===== config.mk =====
export PLATFORM = sky130hd
export DESIGN_NAME = hwlp_seq_flat
export DESIGN_NICKNAME = d
export VERILOG_FILES = /design/src/rtl/mage_pkg.sv /design/src/rtl/hwlp_seq_if.sv /design/src/rtl/hwlp_nest_cnt.sv /design/src/rtl/hwlp_seq.sv /design/src/flat_wrapper.sv
export SDC_FILE = /design/constraint.sdc
export NUM_CORES = 2
export LEC_CHECK = 0
export CAP_MARGIN = 20
export CORE_MARGIN = 5
export CORE_UTILIZATION = 25
export CTS_BUF_LIST = sky130_fd_sc_hd__clkbuf_8
export DETAILED_ROUTE_END_ITERATION = 12
export DONT_BUFFER_PORTS = 1
export PLACE_DENSITY = 0.38
export RECOVER_POWER = 25
export SLEW_MARGIN = 40
export SYNTH_ARGS = -nofsm -noshare
export SYNTH_HDL_FRONTEND = slang
export SYNTH_SLANG_ARGS = --single-unit

===== constraint.sdc =====
create_clock -name clk_i -period 28.5 [get_ports clk_i]
set_clock_uncertainty 0.15 [all_clocks]
set_input_delay 4.275 -clock clk_i [delete_from_list [all_inputs] [get_ports clk_i]]
set_output_delay 4.275 -clock clk_i [all_outputs]
set_load 0.005 [all_outputs]

===== src/rtl/mage_pkg.sv =====
// Shared types and sizes for the hardware-loop sequencer.
// Holds the register-file entry layout and the bound-masking helper.
package mage_pkg;

    localparam int N_LP              = 4;
    localparam int NBIT_LP_IV        = 16;
    localparam int HWLP_RF_SIZE      = 8;
    localparam int LOG2_HWLP_RF_SIZE = 3;
    localparam int NACT_W            = $clog2(N_LP) + 1;

    typedef logic [N_LP-1:0][NBIT_LP_IV-1:0] iv_vec_t;

    typedef struct packed {
        iv_vec_t         iv;
        logic            valid;
        logic [N_LP-1:0] end_cond;
        logic            end_lp;
    } hwlp_entry_t;

    // Zero the bounds of inactive loops; a count of 0 means one loop, and counts above N_LP saturate.
    function automatic iv_vec_t mask_bounds(input iv_vec_t b, input logic [NACT_W-1:0] n);
        logic [NACT_W-1:0] n_eff;
        iv_vec_t           r;
        if (n == {NACT_W{1'b0}}) begin
            n_eff = NACT_W'(1);
        end else if (n > NACT_W'(N_LP)) begin
            n_eff = NACT_W'(N_LP);
        end else begin
            n_eff = n;
        end
        for (int k = 0; k < N_LP; k++) begin
            r[k] = (k < int'(n_eff)) ? b[k] : {NBIT_LP_IV{1'b0}};
        end
        return r;
    endfunction

endpackage


===== src/rtl/hwlp_seq_if.sv =====
// Controller-side bundle for the hardware-loop sequencer.
// The master drives the control and configuration; the slave returns status and the IV register file.
interface hwlp_seq_if;
    import mage_pkg::*;

    logic                                      start_i;
    logic                                      abort_i;
    logic                                      stall_i;
    logic [NACT_W-1:0]                         n_active_lp_i;
    logic [N_LP*NBIT_LP_IV-1:0]                loop_bound_i;
    logic                                      busy_o;
    logic                                      done_o;
    logic [HWLP_RF_SIZE*N_LP*NBIT_LP_IV-1:0]   hwlp_rf_o;
    logic [HWLP_RF_SIZE-1:0]                   hwlp_valid_o;
    logic [HWLP_RF_SIZE*N_LP-1:0]              hwlp_end_condition_o;
    logic [HWLP_RF_SIZE-1:0]                   end_lp_o;

    modport master (
        output start_i, abort_i, stall_i, n_active_lp_i, loop_bound_i,
        input  busy_o, done_o, hwlp_rf_o, hwlp_valid_o, hwlp_end_condition_o, end_lp_o
    );

    modport slave (
        input  start_i, abort_i, stall_i, n_active_lp_i, loop_bound_i,
        output busy_o, done_o, hwlp_rf_o, hwlp_valid_o, hwlp_end_condition_o, end_lp_o
    );

endinterface


===== src/rtl/hwlp_nest_cnt.sv =====
// Cascaded nested-loop counters: loop 0 advances on every enable, and loop k
// advances only when every inner loop sits at its bound.
module hwlp_nest_cnt import mage_pkg::*; (
    input  logic            clk_i,
    input  logic            rst_i,
    input  logic            en,
    input  logic            clr,
    input  iv_vec_t         bound,
    output iv_vec_t         iv,
    output logic [N_LP-1:0] end_condition,
    output logic            last
);

    iv_vec_t         iv_r;
    logic [N_LP-1:0] end_cond_s;
    logic [N_LP-1:0] carry_s;
    logic            acc_s;

    // End-condition flags and the carry chain from the inner loops outward.
    always_comb begin
        end_cond_s = {N_LP{1'b0}};
        carry_s    = {N_LP{1'b0}};
        acc_s      = 1'b1;
        for (int k = 0; k < N_LP; k++) begin
            end_cond_s[k] = (iv_r[k] == bound[k]);
            carry_s[k]    = acc_s;
            acc_s         = acc_s & end_cond_s[k];
        end
    end

    // Counter state; a loop at its bound wraps to 0 instead of incrementing.
    always_ff @(posedge clk_i or posedge rst_i) begin
        if (rst_i) begin
            iv_r <= {(N_LP*NBIT_LP_IV){1'b0}};
        end else if (clr) begin
            iv_r <= {(N_LP*NBIT_LP_IV){1'b0}};
        end else if (en) begin
            for (int k = 0; k < N_LP; k++) begin
                if (carry_s[k]) begin
                    iv_r[k] <= end_cond_s[k] ? {NBIT_LP_IV{1'b0}} : iv_r[k] + NBIT_LP_IV'(1'b1);
                end
            end
        end
    end

    assign iv            = iv_r;
    assign end_condition = end_cond_s;
    assign last          = &end_cond_s;

endmodule


===== src/rtl/hwlp_seq.sv =====
// Nested hardware-loop sequencer: pushes one IV snapshot per cycle into a shift
// register file, drains it after the last iteration and pulses done.
module hwlp_seq import mage_pkg::*; (
    input  logic       clk_i,
    input  logic       rst_i,
    hwlp_seq_if.slave  bus
);

    typedef enum logic [1:0] {
        ST_IDLE  = 2'd0,
        ST_RUN   = 2'd1,
        ST_DRAIN = 2'd2
    } state_t;

    localparam logic [LOG2_HWLP_RF_SIZE-1:0] DRAIN_LAST = LOG2_HWLP_RF_SIZE'(HWLP_RF_SIZE - 1);
    localparam int ENT_IV_W = N_LP * NBIT_LP_IV;

    state_t                         state_r;
    state_t                         state_nx_s;
    iv_vec_t                        bound_r;
    iv_vec_t                        bound_in_s;
    iv_vec_t                        bound_s;
    iv_vec_t                        iv_s;
    logic [N_LP-1:0]                end_cond_s;
    logic                           last_s;
    logic [LOG2_HWLP_RF_SIZE-1:0]   drain_cnt_r;
    logic                           done_r;
    hwlp_entry_t                    rf_r [HWLP_RF_SIZE];
    hwlp_entry_t                    new_entry_s;
    logic                           start_ok_s;
    logic                           push_s;
    logic                           drain_shift_s;
    logic                           drain_last_s;
    logic                           cnt_clr_s;

    assign bound_in_s = mask_bounds(bus.loop_bound_i, bus.n_active_lp_i);

    // Cycle qualifiers; the start cycle itself pushes the first snapshot, using the live bounds.
    always_comb begin
        start_ok_s    = (state_r == ST_IDLE) && bus.start_i && !bus.abort_i;
        push_s        = !bus.abort_i && !bus.stall_i && (start_ok_s || (state_r == ST_RUN));
        drain_shift_s = !bus.abort_i && !bus.stall_i && (state_r == ST_DRAIN);
        drain_last_s  = drain_shift_s && (drain_cnt_r == DRAIN_LAST);
        cnt_clr_s     = bus.abort_i || ((state_r == ST_IDLE) && !start_ok_s);
        if (state_r == ST_IDLE) begin
            bound_s = bound_in_s;
        end else begin
            bound_s = bound_r;
        end
        new_entry_s = '0;
        if (push_s) begin
            new_entry_s.iv       = iv_s;
            new_entry_s.valid    = 1'b1;
            new_entry_s.end_cond = end_cond_s;
            new_entry_s.end_lp   = last_s;
        end else begin
            new_entry_s = '0;
        end
    end

    hwlp_nest_cnt u_cnt (
        .clk_i         (clk_i),
        .rst_i         (rst_i),
        .en            (push_s),
        .clr           (cnt_clr_s),
        .bound         (bound_s),
        .iv            (iv_s),
        .end_condition (end_cond_s),
        .last          (last_s)
    );

    // Next-state logic; abort overrides everything.
    always_comb begin
        state_nx_s = state_r;
        if (bus.abort_i) begin
            state_nx_s = ST_IDLE;
        end else begin
            case (state_r)
                ST_IDLE: begin
                    if (start_ok_s) begin
                        state_nx_s = (push_s && last_s) ? ST_DRAIN : ST_RUN;
                    end else begin
                        state_nx_s = ST_IDLE;
                    end
                end
                ST_RUN: begin
                    if (push_s && last_s) begin
                        state_nx_s = ST_DRAIN;
                    end else begin
                        state_nx_s = ST_RUN;
                    end
                end
                ST_DRAIN: begin
                    if (drain_last_s) begin
                        state_nx_s = ST_IDLE;
                    end else begin
                        state_nx_s = ST_DRAIN;
                    end
                end
                default: state_nx_s = ST_IDLE;
            endcase
        end
    end

    // State, latched configuration, drain counter and done pulse.
    always_ff @(posedge clk_i or posedge rst_i) begin
        if (rst_i) begin
            state_r     <= ST_IDLE;
            bound_r     <= {(N_LP*NBIT_LP_IV){1'b0}};
            drain_cnt_r <= {LOG2_HWLP_RF_SIZE{1'b0}};
            done_r      <= 1'b0;
        end else begin
            state_r <= state_nx_s;
            done_r  <= drain_last_s;
            if (start_ok_s) begin
                bound_r <= bound_in_s;
            end
            if (bus.abort_i || (state_r != ST_DRAIN) || drain_last_s) begin
                drain_cnt_r <= {LOG2_HWLP_RF_SIZE{1'b0}};
            end else if (drain_shift_s) begin
                drain_cnt_r <= drain_cnt_r + LOG2_HWLP_RF_SIZE'(1'b1);
            end
        end
    end

    // IV register file: entry 0 is the newest snapshot.
    always_ff @(posedge clk_i or posedge rst_i) begin
        if (rst_i) begin
            for (int k = 0; k < HWLP_RF_SIZE; k++) rf_r[k] <= '0;
        end else if (bus.abort_i) begin
            for (int k = 0; k < HWLP_RF_SIZE; k++) rf_r[k] <= '0;
        end else if (push_s || drain_shift_s) begin
            for (int k = HWLP_RF_SIZE - 1; k > 0; k--) rf_r[k] <= rf_r[k-1];
            rf_r[0] <= new_entry_s;
        end
    end

    // Flatten the register file onto the output buses.
    always_comb begin
        bus.hwlp_rf_o            = '0;
        bus.hwlp_valid_o         = '0;
        bus.hwlp_end_condition_o = '0;
        bus.end_lp_o             = '0;
        for (int k = 0; k < HWLP_RF_SIZE; k++) begin
            bus.hwlp_rf_o[k*ENT_IV_W +: ENT_IV_W]     = rf_r[k].iv;
            bus.hwlp_valid_o[k]                       = rf_r[k].valid;
            bus.hwlp_end_condition_o[k*N_LP +: N_LP]  = rf_r[k].end_cond;
            bus.end_lp_o[k]                           = rf_r[k].end_lp;
        end
    end

    assign bus.busy_o = (state_r == ST_RUN) || (state_r == ST_DRAIN);
    assign bus.done_o = done_r;

endmodule


===== src/flat_wrapper.sv =====
// flat-port wrapper written by rule: the top's interface ports become plain ports
module hwlp_seq_flat import mage_pkg::*;
  (clk_i, rst_i, bus_start_i, bus_abort_i, bus_stall_i, bus_n_active_lp_i, bus_loop_bound_i, bus_busy_o, bus_done_o, bus_hwlp_rf_o, bus_hwlp_valid_o, bus_hwlp_end_condition_o, bus_end_lp_o);
  hwlp_seq_if bus_i ();
  input  logic clk_i;
  input  logic rst_i;
  input wire logic [$bits(bus_i.start_i)-1:0] bus_start_i;
  input wire logic [$bits(bus_i.abort_i)-1:0] bus_abort_i;
  input wire logic [$bits(bus_i.stall_i)-1:0] bus_stall_i;
  input wire logic [$bits(bus_i.n_active_lp_i)-1:0] bus_n_active_lp_i;
  input wire logic [$bits(bus_i.loop_bound_i)-1:0] bus_loop_bound_i;
  output wire logic [$bits(bus_i.busy_o)-1:0] bus_busy_o;
  output wire logic [$bits(bus_i.done_o)-1:0] bus_done_o;
  output wire logic [$bits(bus_i.hwlp_rf_o)-1:0] bus_hwlp_rf_o;
  output wire logic [$bits(bus_i.hwlp_valid_o)-1:0] bus_hwlp_valid_o;
  output wire logic [$bits(bus_i.hwlp_end_condition_o)-1:0] bus_hwlp_end_condition_o;
  output wire logic [$bits(bus_i.end_lp_o)-1:0] bus_end_lp_o;
  assign bus_i.start_i = bus_start_i;
  assign bus_i.abort_i = bus_abort_i;
  assign bus_i.stall_i = bus_stall_i;
  assign bus_i.n_active_lp_i = bus_n_active_lp_i;
  assign bus_i.loop_bound_i = bus_loop_bound_i;
  assign bus_busy_o = bus_i.busy_o;
  assign bus_done_o = bus_i.done_o;
  assign bus_hwlp_rf_o = bus_i.hwlp_rf_o;
  assign bus_hwlp_valid_o = bus_i.hwlp_valid_o;
  assign bus_hwlp_end_condition_o = bus_i.hwlp_end_condition_o;
  assign bus_end_lp_o = bus_i.end_lp_o;
  hwlp_seq u_core (.clk_i(clk_i), .rst_i(rst_i), .bus(bus_i));
endmodule

Word level (Yosys, flattened, before mapping)
Index checks and enable logic that the tools add are counted.
{"block": "word_totals", "input_bits": 72, "ff_bits": 694, "output_inout_bits": 562, "wordCells": 142}
{"block": "classes", "order_cmp": 5, "add_sub_neg": 5, "mux": 26, "eq_ne": 8, "n_reduce_logical": 29, "n_bitwise": 2}
{"op": "two-way mux 560 bit", "count": 2}
{"op": "two-way mux 64 bit", "count": 3}
{"op": "two-way mux 16 bit", "count": 11}
{"op": "two-way mux 70 bit", "count": 1}
{"op": "adder 16 x 1 -> 16 bit, second input constant", "count": 4}
{"op": "== test 16 bit", "count": 4}
{"op": "two-way mux 3 bit", "count": 4}
{"op": "nonzero test 2 bit", "count": 6}
{"op": "logical AND 1 bit", "count": 8}
{"op": "two-way mux 2 bit", "count": 4}
{"op": "logical OR 1 bit", "count": 6}
{"op": "< comparator 1 x 3 -> 1 bit, first input constant", "count": 2}
{"op": "< comparator 2 x 3 -> 1 bit, first input constant", "count": 2}
{"op": "case mux 2 bit (3 select lines)", "count": 1}
{"op": "AND reduction 2 bit", "count": 3}
{"op": "AND reduction 4 bit", "count": 1}
{"op": "adder 3 x 1 -> 3 bit, second input constant", "count": 1}
{"op": "== test 3 bit, second input constant", "count": 1}
{"op": "greater-than comparator 3 bit, second input constant", "count": 1}
{"op": "zero test 1 bit", "count": 3}
{"op": "zero test 3 bit", "count": 1}
{"op": "AND 1 bit", "count": 2}
{"op": "== test 2 x 1 -> 1 bit, second input constant", "count": 1}
{"op": "== test 2 bit, second input constant", "count": 1}
{"op": "other kinds (2)", "count": 2}

Longest topological paths before layout
{"block": "logic_depth", "word_depth": 13, "mapped_depth": 15, "depth_no_buf": 9}

By module
Synthesis repeated with hierarchy kept, for this count alone.
{"block": "unflattened", "cells_unflattened": 3274, "area_unflattened_um2": 31729.2}
{"mod": "hwlp_seq", "n_inst": 1, "area_per_inst_um2": 27458.8, "seq_area_each_um2": 15765.1, "cells_per_inst": 2780}
{"mod": "hwlp_nest_cnt", "n_inst": 1, "area_per_inst_um2": 4270.3, "seq_area_each_um2": 1601.5, "cells_per_inst": 494}

Worst setup path after synthesis
OpenSTA, ideal clock, no wires.
{"block": "synth_path", "path_type": "input to register", "startpoint": "in bus_n_active_lp_i[1]", "endpoint": "reg u_core.u_cnt.iv_r, in the netlist u_core.u_cnt.iv[52]", "setup_slack_ps": 21782, "required_ps": 28254, "stages": 11, "arrival_ps": 6472, "setup_ps": 96, "path_buffers": 4, "path_cell_list": "buf_2 buf_2 a21oi_2 nand2_1 clkbuf_1 a211oi_1 o32a_1 nand4_1 buf_2 nand4b_2 o31ai_1"}
{"block": "synth_between", "elab_chain_len": 11, "elab_cells_between_ends": 25, "classes_between": "order compare: 5; eq/ne: 4; mux: 11; bitwise: 2; reduce/logical: 3"}
{"item": "start, declared", "line": "flat_wrapper.sv:10", "source": "input wire logic [$bits(bus_i.n_active_lp_i)-1:0] bus_n_active_lp_i;"}
{"item": "greater-than comparator 3 bit", "line": "mage_pkg.sv:26", "source": "end else if (n > NACT_W'(N_LP)) begin"}
{"item": "two-way mux 3 bit", "line": "mage_pkg.sv:26"}
{"item": "two-way mux 3 bit (*)", "line": "mage_pkg.sv:24", "source": "if (n == {NACT_W{1'b0}}) begin"}
{"item": "< comparator 2 x 3 -> 1 bit / < comparator 1 x 3 -> 1 bit (equally long branches)", "line": "mage_pkg.sv:32", "source": "r[k] = (k < int'(n_eff)) ? b[k] : {NBIT_LP_IV{1'b0}};"}
{"item": "two-way mux 16 bit", "line": "mage_pkg.sv:32"}
{"item": "two-way mux 64 bit (*)", "line": "hwlp_seq.sv:45", "source": "if (state_r == ST_IDLE) begin"}
{"item": "== test 16 bit", "line": "hwlp_nest_cnt.sv:25", "source": "end_cond_s[k] = (iv_r[k] == bound[k]);"}
{"item": "two-way mux 16 bit / AND 1 bit (equally long branches)", "line": "hwlp_nest_cnt.sv:40, hwlp_nest_cnt.sv:27"}
{"item": "two-way mux 16 bit / AND 1 bit (equally long branches)", "line": "hwlp_nest_cnt.sv:39, hwlp_nest_cnt.sv:27"}
{"item": "two-way mux 64 bit / nonzero test 2 bit (equally long branches)"}
{"item": "two-way mux 64 bit / AND reduction 2 bit (equally long branches)"}
{"item": "end signal, assigned", "line": "hwlp_nest_cnt.sv:34", "source": "iv_r <= {(N_LP*NBIT_LP_IV){1'b0}};"}
{"item": "end signal, assigned", "line": "hwlp_nest_cnt.sv:36", "source": "iv_r <= {(N_LP*NBIT_LP_IV){1'b0}};"}
{"item": "end signal, assigned by index", "line": "hwlp_nest_cnt.sv:40", "source": "iv_r[k] <= end_cond_s[k] ? {NBIT_LP_IV{1'b0}} : iv_r[k] + NBIT_LP_IV'(1'b1);"}
{"item": "end, declared", "line": "hwlp_nest_cnt.sv:14", "source": "iv_vec_t iv_r;"}
Mark *: on every way between the ends. The rest lies on a longest branch, timed or not. The select of a mux whose other input is x is not followed.
A chain may end at the register's enable or synchronous reset.

==> flow_summary.yaml <==
sta:
  post-route-period-util_pct: 41.5
  min_period_ns: 11.83
  max_slew_margin_pct: -230
  max_freq_mhz: 84.5
  rsz0062_at_grt: "false"
  hold_violations: 0
  finalSetupViolations: 0
  slew_violations: 892
  worstMarginPinSlew_ns: 4.92
  tns_ns: 0
clock_network:
  worstSkewPairLatency_ns: 0.83
  clk_path_buf_depth: 3
  cts_hold_buffers: 0
  htree_levels: 4
  cts.repair.resized: 0
  cts_sinks: 694
  cts_buffers: 141
  clkTransAtPathRegs_ns: 0.05
  cts_setup_buffers: 0
  cts-root-buf: "clkbuf_8"
  cts_tree: "done"
min_path:
  holdCritPathClass: "reg -> reg"
global_route:
  antenna_found_initial: 5
  use_met1_pct: 21.8
  grt_busiest_layer: "met2"
  grt_pass1_wl_um: 162000
  met3_usage_pct: 6.57
  grt_use_met2_pct: 24.5
  grt_max_degree: 500
  grt_use_total_pct: 16.3
  grt_pass1_vias: 22100
  overflow: 0
placed_design:
  place_area_um2: 32600
  gp_congestion: 0.777
  io_buffers: 0
  hpwl_um: 77200
layout:
  synthToLayoutAreaGrowth_pct: 13.5
  final_area_um2: 35300
  drive_gt1_share_pct: 7.44
  nNetsFinal: 3248
flow_run:
  cap_violations: 12
synth:
  synth.area.top_cells: "dfrtp_1 (56%), nand2b_1 (10%), o21ai_0 (9.1%), nand2_1 (7.4%), clkbuf_1 (2.6%)"
  seq_area_frac_synth_pct: 55.9
  ys_ff_latch: 694
  synth_top_area_share_pct: 55.9
  async_flop_share_pct: 100
  ys_types: 58
  synth_edf_count: 0
  synth.most_common_cell: "dfrtp_1"
  yosys_warnings: 0
  synth_area_leader_cell: "dfrtp_1"
  ys_top_cells_by_count: "dfrtp_1 (694), nand2_1 (610), o21ai_0 (566)"
  synth_nets: 3317
  avgSynthCellArea_um2: 9.60
  synthCells: 3235
  synth_flop_cell: "dfrtp_1"
  syn-cell-area_um2: 31100
route:
  drtPass1Iterations: 5
  via_count: 22000
  postRouteAntennaNets: 0
  drc: 0
  totalWireLength_um: 110000
  via_per_inst: 4.48
  avgRoutedWirePerCell_um: 22.4
  drtIter0Drc: 1463
setup_path:
  cp-end-kind: "async pin"
  start_kind: "input port"
  cp.required_ns: 29.21
  worst_ep_arrival_time_ns: 12.54
  crit_path_max_fanout: 103
  path_class: "in -> async"
run_status:
  violations: "max-capacitance violations, max-slew violations"
  outcome: "finished, violations left"
power_and_ir_drop:
  ir_drop_mv: 0.0409
  clkPwrFrac_pct: 47.3
  power_frac_seq_pct: 46.8
  p_per_area_nw_per_um2: 61.2
  power.net_switching_mw: 0.555
  p_comb_share_pct: 5.9
  leakagePower_nw: 14.8
  power_mw: 2.16
  p_int_mw: 1.60
  switching_share_pct: 25.7
floorplanning:
  die_area_um2: 131000
  core_um2: 124000
  initial_core_util_pct: 25.1
  dieWidth_um: 362
  rows: 129
  ios: 634
  die_h_um: 362
## power by group through the flow
stage	Combinational, mW	Sequential (mW)	Clock [mW]
2_1_floorplan	0.107	1.03	0
3_3_place_gp	0.127	1.03	0
3_5_place_dp	0.130	1.03	0
4_1_cts	0.131	1.01	1.07
5_1_grt	0.143	1.01	1.11
6_report	0.127	1.01	1.02
## worst paths after layout
path	from	end	slack, ns	cells after the start
worst min register to register	u_core.bound_r[56]	u_core.bound_r[56]	0.32	2
worst max-delay path	rst_i	u_core.bus.hwlp_rf_o[247]	16.67	5
worst max register to register	u_core.state_r[0]	u_core.state_r[0]	22.91	7
min in group asynchronous	rst_i	u_core.bound_r[19]	4.68	1
worst min-delay path	u_core.bound_r[56]	u_core.bound_r[56]	0.32	2
max in group clk_i	bus_abort_i	u_core.state_r[0]	20.81	4
## layout by cell type (no fill, tap or decap), types with 14 or more instances in the layout
cell	count
dfrtp_1	694
nand2_1	610
o21ai_0	566
nand2b_1	516
clkbuf_8	171
inv_1	76
a22o_1	70
a21oi_1	66
and3_1	40
nand3_1	36
mux2i_1	35
nor2_1	29
nor3_1	22
xnor2_1	20
o31ai_1	20
or4_1	18
xor2_1	16
mux2_2	16
nor3b_1	15
o211ai_1	14
a211oi_1	14
nand4_1	14
## cell families after synthesis
| family | count (synthesis) | share of synthesized area, % |
|---|---|---|
| AND/OR/NAND/NOR | 1365 | 22.6 |
| XOR/XNOR | 36 | 1.02 |
| AO/OA/AOI/OAI | 809 | 14.9 |
| buffers and inverters | 270 | 3.50 |
| flip-flops | 694 | 55.9 |
| multiplexers | 51 | 1.71 |
| adder cells (fa/ha/maj) | 10 | 0.403 |
## per-layer routing
metal	up-vias	wire length [µm]
li1	10900	-
met1	10300	49200
met2	617	48100
met3	161	10000
met4	0	2780
met5	-	0
## area by class of cell
| cell class | count | area, µm² |
|---|---|---|
| sequential | 694 | 17400 |
| tap | 1637 | 2050 |
| multi-input combinational | 2271 | 12600 |
| clock buffer | 171 | 2350 |
| clock inverter | 72 | 390 |
| inverter | 21 | 80.1 |
| fill | 13300 | 88400 |
| antenna | 8 | 20.0 |
| timing repair buffer | 37 | 354 |
## critical path, stage by stage
cell        delay (ns)
clkinvlp_2        2.67
clkbuf_1          2.33
clkbuf_1          0.78
clkbuf_1          1.63
buf_6             0.69
## metrics by stage
stage | util (%) | worst slack (ns) | hold slack (ns) | cells
after detailed placement | 26.3 | 21.00 | 0.313 | 4659
after CTS | 28.6 | 21.94 | 0.326 | 4902
after global routing | 28.5 | 14.79 | 0.336 | 4906
final | 28.5 | 16.67 | 0.321 | 4911
after floorplan | - | 4.61 | 0.292 | 3235
after global placement | 26.2 | 20.82 | 0.304 | 4654
## flip-flops by register name, indices dropped and copies added, names as in the netlist
signal	count
u_core.bus.done_o	1
u_core.u_cnt.iv	64
u_core.drain_cnt_r	3
u_core.bound_r	64
u_core.bus.hwlp_rf_o	512
u_core.bus.hwlp_valid_o	8
u_core.state_r	2
u_core.bus.hwlp_end_condition_o	32
u_core.bus.end_lp_o	8
Power figures use the tool's default switching activity.
